File: config.mk
export PLATFORM = sky130hd
export DESIGN_NAME = posit_dec_arbiter
export DESIGN_NICKNAME = d
export VERILOG_FILES = /design/src/rtl/posit_dec_arbiter.sv
export SDC_FILE = /design/constraint.sdc
export NUM_CORES = 1
export LEC_CHECK = 0
export CAP_MARGIN = 15
export CELL_PAD_IN_SITES_DETAIL_PLACEMENT = 1
export CELL_PAD_IN_SITES_GLOBAL_PLACEMENT = 1
export CORE_MARGIN = 2
export CORE_UTILIZATION = 28
export DETAILED_ROUTE_END_ITERATION = 10
export PLACE_DENSITY_LB_ADDON = 0.1
export SLEW_MARGIN = 20
export SYNTH_ARGS = -nofsm -noshare
export SYNTH_HDL_FRONTEND = slang
export SYNTH_SLANG_ARGS = --single-unit
File: constraint.sdc
create_clock -name clk -period 7.74 [get_ports clk]
set_input_delay 1.935 -clock clk [delete_from_list [all_inputs] [get_ports clk]]
set_output_delay 1.935 -clock clk [all_outputs]
set_load 0.05 [all_outputs]
File: src/rtl/posit_dec_arbiter.sv
// posit_dec_arbiter: round-robin share of one posit decoder with a registered valid/ready result
module posit_dec_arbiter #(
  parameter int N    = 32,
  parameter int ES   = 3,
  parameter int RS   = 6,
  parameter int FS   = N - ES - 3,
  parameter int NREQ = 4,
  parameter int IDW  = 2
) (
  input  logic            clk,
  input  logic            rst,
  input  logic [NREQ-1:0] req_valid,
  input  logic [NREQ*N-1:0] req_data,
  output logic [NREQ-1:0] req_ready,
  output logic [N-1:0]    dec_in,
  input  logic            dec_sign,
  input  logic [RS-1:0]   dec_r,
  input  logic [ES-1:0]   dec_e,
  input  logic [FS-1:0]   dec_frac,
  input  logic            dec_z,
  input  logic            dec_inf,
  output logic            out_valid,
  input  logic            out_ready,
  output logic [IDW-1:0]  out_id,
  output logic            out_sign,
  output logic [RS-1:0]   out_r,
  output logic [ES-1:0]   out_e,
  output logic [FS-1:0]   out_frac,
  output logic            out_z,
  output logic            out_inf,
  output logic [15:0]     done_cnt,
  input  logic            done_clr
);
  logic [IDW-1:0] rr_ptr, gnt_id;
  logic can_issue, gnt;
  function automatic logic [IDW-1:0] wrap(input int j);
    return IDW'(j >= NREQ ? j - NREQ : j);
  endfunction
  assign can_issue = (~out_valid | out_ready) & ~rst;
  // scan from the farthest offset down so the requester nearest rr_ptr wins
  always_comb begin
    gnt = 1'b0;
    gnt_id = '0;
    for (int k = NREQ - 1; k >= 0; k--) begin
      if (can_issue && req_valid[wrap(int'(rr_ptr) + k)]) begin
        gnt = 1'b1;
        gnt_id = wrap(int'(rr_ptr) + k);
      end
    end
  end
  assign req_ready = gnt ? ({{(NREQ-1){1'b0}}, 1'b1} << gnt_id) : '0;
  assign dec_in = gnt ? req_data[int'(gnt_id)*N +: N] : '0;
  always_ff @(posedge clk or posedge rst) begin
    if (rst) begin
      out_valid <= 1'b0;
      rr_ptr <= '0;
      done_cnt <= '0;
      out_id <= '0;
      out_sign <= 1'b0;
      out_r <= '0;
      out_e <= '0;
      out_frac <= '0;
      out_z <= 1'b0;
      out_inf <= 1'b0;
    end else begin
      if (gnt) begin
        out_valid <= 1'b1;
        rr_ptr <= wrap(int'(gnt_id) + 1);
        out_id <= gnt_id;
        out_sign <= dec_sign;
        out_r <= dec_r;
        out_e <= dec_e;
        out_frac <= dec_frac;
        out_z <= dec_z;
        out_inf <= dec_inf;
      end else if (out_ready) begin
        out_valid <= 1'b0;
      end
      done_cnt <= done_clr ? '0 : (out_valid & out_ready & ~&done_cnt) ? done_cnt + 16'd1 : done_cnt;
    end
  end
endmodule

==> metrics.cfg <==
[outcome]
outcome = finished, final reports clean

[synth]
synth_top_cell_area_share_pct = 36.19
synth_area_um2 = 4080
synth_cell_type_count = 35
synth_common_cells = mux2i_1, dfrtp_1, nor2b_1
synthesis.nets = 569
yosysSeqAreaShare_pct = 36.19
synth.area.top_cells = dfrtp_1, mux2i_1, mux2_2
synth_cells = 390
ys_ff_latch = 59
syn_area_per_cell_um2 = 10.46
ys_warn_count = 0
async_reset_ff_share_pct = 100.0
yosysTopAreaCell = dfrtp_1
synth-edff-count = 0
synth_ff_type = dfrtp_1
yosysMostFrequentCell = mux2i_1

[cells_and_area]
drive_above_1_share_pct = 11.69
syn_to_final_growth_pct = 77.40
num_antenna_cells = 0
seq_area_um2 = 1476
fillCellCount = 1599
nets = 824
multi_input_area_um2 = 2405
fin_util_pct = 50.37

[global_routing]
antenna_found_initial = 0
grtUsageTotal_pct = 19.31
grt_pass1_vias = 4490
grt_overflow = 0
grt_pass1_wl_um = 23660
grt_max_degree = 61

[cts]
hold_buffers = 0
cts-root-buf = clkbuf_16
cts-htree-levels = 3
cts.clk_slew.worst_paths_ns = 0.05
cts_tree = built
post-cts-setup-buffers = 0
ctsResizeCount = 0
clk_latency_ns = 0.32
numCtsBuffers = 9
clkSinkCount = 59
cts_buffer_depth = 2

[timing]
fin_crit_ns = 6.867
relSlewSlack_pct = 47.73
period_share_pct = 88.72
timing.fmax_mhz = 145.6
finalSetupTns_ns = 0
finalSetupViolCount = 0
hold_viol_final = 0
rsz0062_at_grt = no
worst_clock_skew_ns = 0.004877
drv_slew = 0
tightest_slew_ns = 0.7841

[critical_path]
crit_type = input pin to primary output
endpoint_kind = primary output
critPathMaxStageDelay_ns = 0.83
path_cells = clkdlybuf4s50_1, nand2b_1, nand2_1, or4_4, inv_1, ha_1, and2_1, clkdlybuf4s50_1
reg2reg_slack_ns = 5.34
critPathMaxFanout = 37
critical_path.slowest_cell = or4_4
required_ns = 5.81
crit_top_cell = clkdlybuf4s50_1
worst_setup_path_start_kind = input pin
arrival_ns = 4.93

[die]
dieWidth_um = 124.7
pin_count = 267
core_um2 = 14370
die-height_um = 124.7
start_util_pct = 28.40
num_rows = 44
dieArea_um2 = 15550

[detailed_routing]
vias_per_cell = 4.772
vias = 3980
routed_wl_um = 15210
wire_per_inst_um = 18.24
route.detailed.drc = 0
drtIter0Drc = 112
antenna_left = 0
dr.pass1.iters = 4

[power]
switching_power_w = 0.0005648
vdd_ir_drop_max_mv = 0.1605
internal-power_w = 0.001016
netSwitchingFraction_pct = 35.73
comb_power_share_pct = 45.0
seq_power_share_pct = 23.6
power.leakage_nw = 2.958
p_per_area_nw_per_um2 = 218.4
p_clk_share_pct = 31.4

[place]
io_buffers = 266
dp_hpwl_um = 11860
gp_congestion = 0.8052

[hold_path]
hold_class = flip-flop to flip-flop

[flow_run]
max-cap-violations = 0

## area by class of cell
| class | instances | area share [%] |
|---|---|---|
| timing repair buffer | 272 | 37.58 |
| clock buffer | 12 | 3.544 |
| clock inverter | 4 | 1.659 |
| inverter | 8 | 0.4149 |
| tap | 184 | 3.181 |
| sequential | 59 | 20.40 |
| multi-input combinational | 295 | 33.22 |
## routing by layer
| layer | GRT usage (%) | routed length, µm |
|---|---|---|
| met5 | 0 | 0 |
| met4 | 6.279 | 352 |
| met3 | 5.455 | 887 |
| met2 | 37.35 | 8336 |
| met1 | 19.77 | 5637 |
## stage by stage
| stage | std cells | setup WS, ns | area [µm²] | hold WS, ns | power [W] |
|---|---|---|---|---|---|
| 6_report | 834 | 0.8735 | 7238 | 0.5016 | 0.001581 |
| 5_1_grt | 834 | 0.7578 | 7238 | 0.5262 | 0.001650 |
| 4_1_cts | 834 | 0.8705 | 7238 | 0.5070 | 0.001602 |
| 3_5_place_dp | 818 | 0.8984 | 6862 | 0.4958 | 0.001094 |
| 3_3_place_gp | 818 | 0.9021 | 6862 | 0.4911 | 0.001082 |
| 2_1_floorplan | 390 | 0.7380 | 4080 | 0.4892 | 0.0008306 |
## critical path: cells and delay by family
family	cells	cell delay, ns
buf+inv	3	1.56
simple gates	4	1.26
fa+ha+maj	1	0.16
## power by group through the flow
stage	clock network (W)	logic, W	registers, W
2_1_floorplan	0	0.000326	0.000504
3_3_place_gp	0	0.000707	0.000375
3_5_place_dp	0	0.000716	0.000378
4_1_cts	0.000508	0.000720	0.000374
5_1_grt	0.000525	0.000746	0.000379
6_report	0.000497	0.000711	0.000373
## worst paths after layout
kind / start / end / depth (start not counted)
max: out_ready / req_ready[1] / 8
min: out_frac[8]$_DFFE_PP0N_ / out_frac[8]$_DFFE_PP0N_ / 1
max reg2reg: out_valid$_DFFE_PP0P_ / rr_ptr[1]$_DFFE_PP0N_ / 6
min reg2reg: out_frac[8]$_DFFE_PP0N_ / out_frac[8]$_DFFE_PP0N_ / 1
max in group asynchronous: rst / out_valid$_DFFE_PP0P_ / 3
min in group asynchronous: rst / out_id[0]$_DFFE_PP0N_ / 3
## layout by cell type, fill, tap and decap left out, types with 6 or more instances in the layout
cell type and count:
clkdlybuf4s50_1 266, mux2i_1 66, dfrtp_1 59, nor2b_1 52
mux2_2 39, nor2_1 22, o22ai_1 22, xor2_1 15
and2b_1 12, o22ai_2 10, clkbuf_16 9, nand2_1 7
inv_1 7, nand3_1 6, nand4_1 6, o21ai_0 6
## state kept, by name, indices dropped and copies added (netlist names)
name and flops:
out_frac 26, done_cnt 16, out_r 6, out_e 3
out_id 2, rr_ptr 2, out_inf 1, out_sign 1
out_valid 1, out_z 1
## cell families (layout without fill, tap and decap cells)
group / count (synthesis) / after routing / synth area share [%]
multiplexers: 105 / 105 / 26.95
buffers and inverters: 36 / 296 / 5.244
adder cells (fa/ha/maj): 5 / 5 / 1.533
flip-flops: 59 / 59 / 36.19
AND/OR/NAND/NOR: 125 / 125 / 18.49
XOR/XNOR: 15 / 15 / 3.220
AO/OA/AOI/OAI: 45 / 45 / 8.372
No activity file was read; power rests on OpenSTA's default activity.
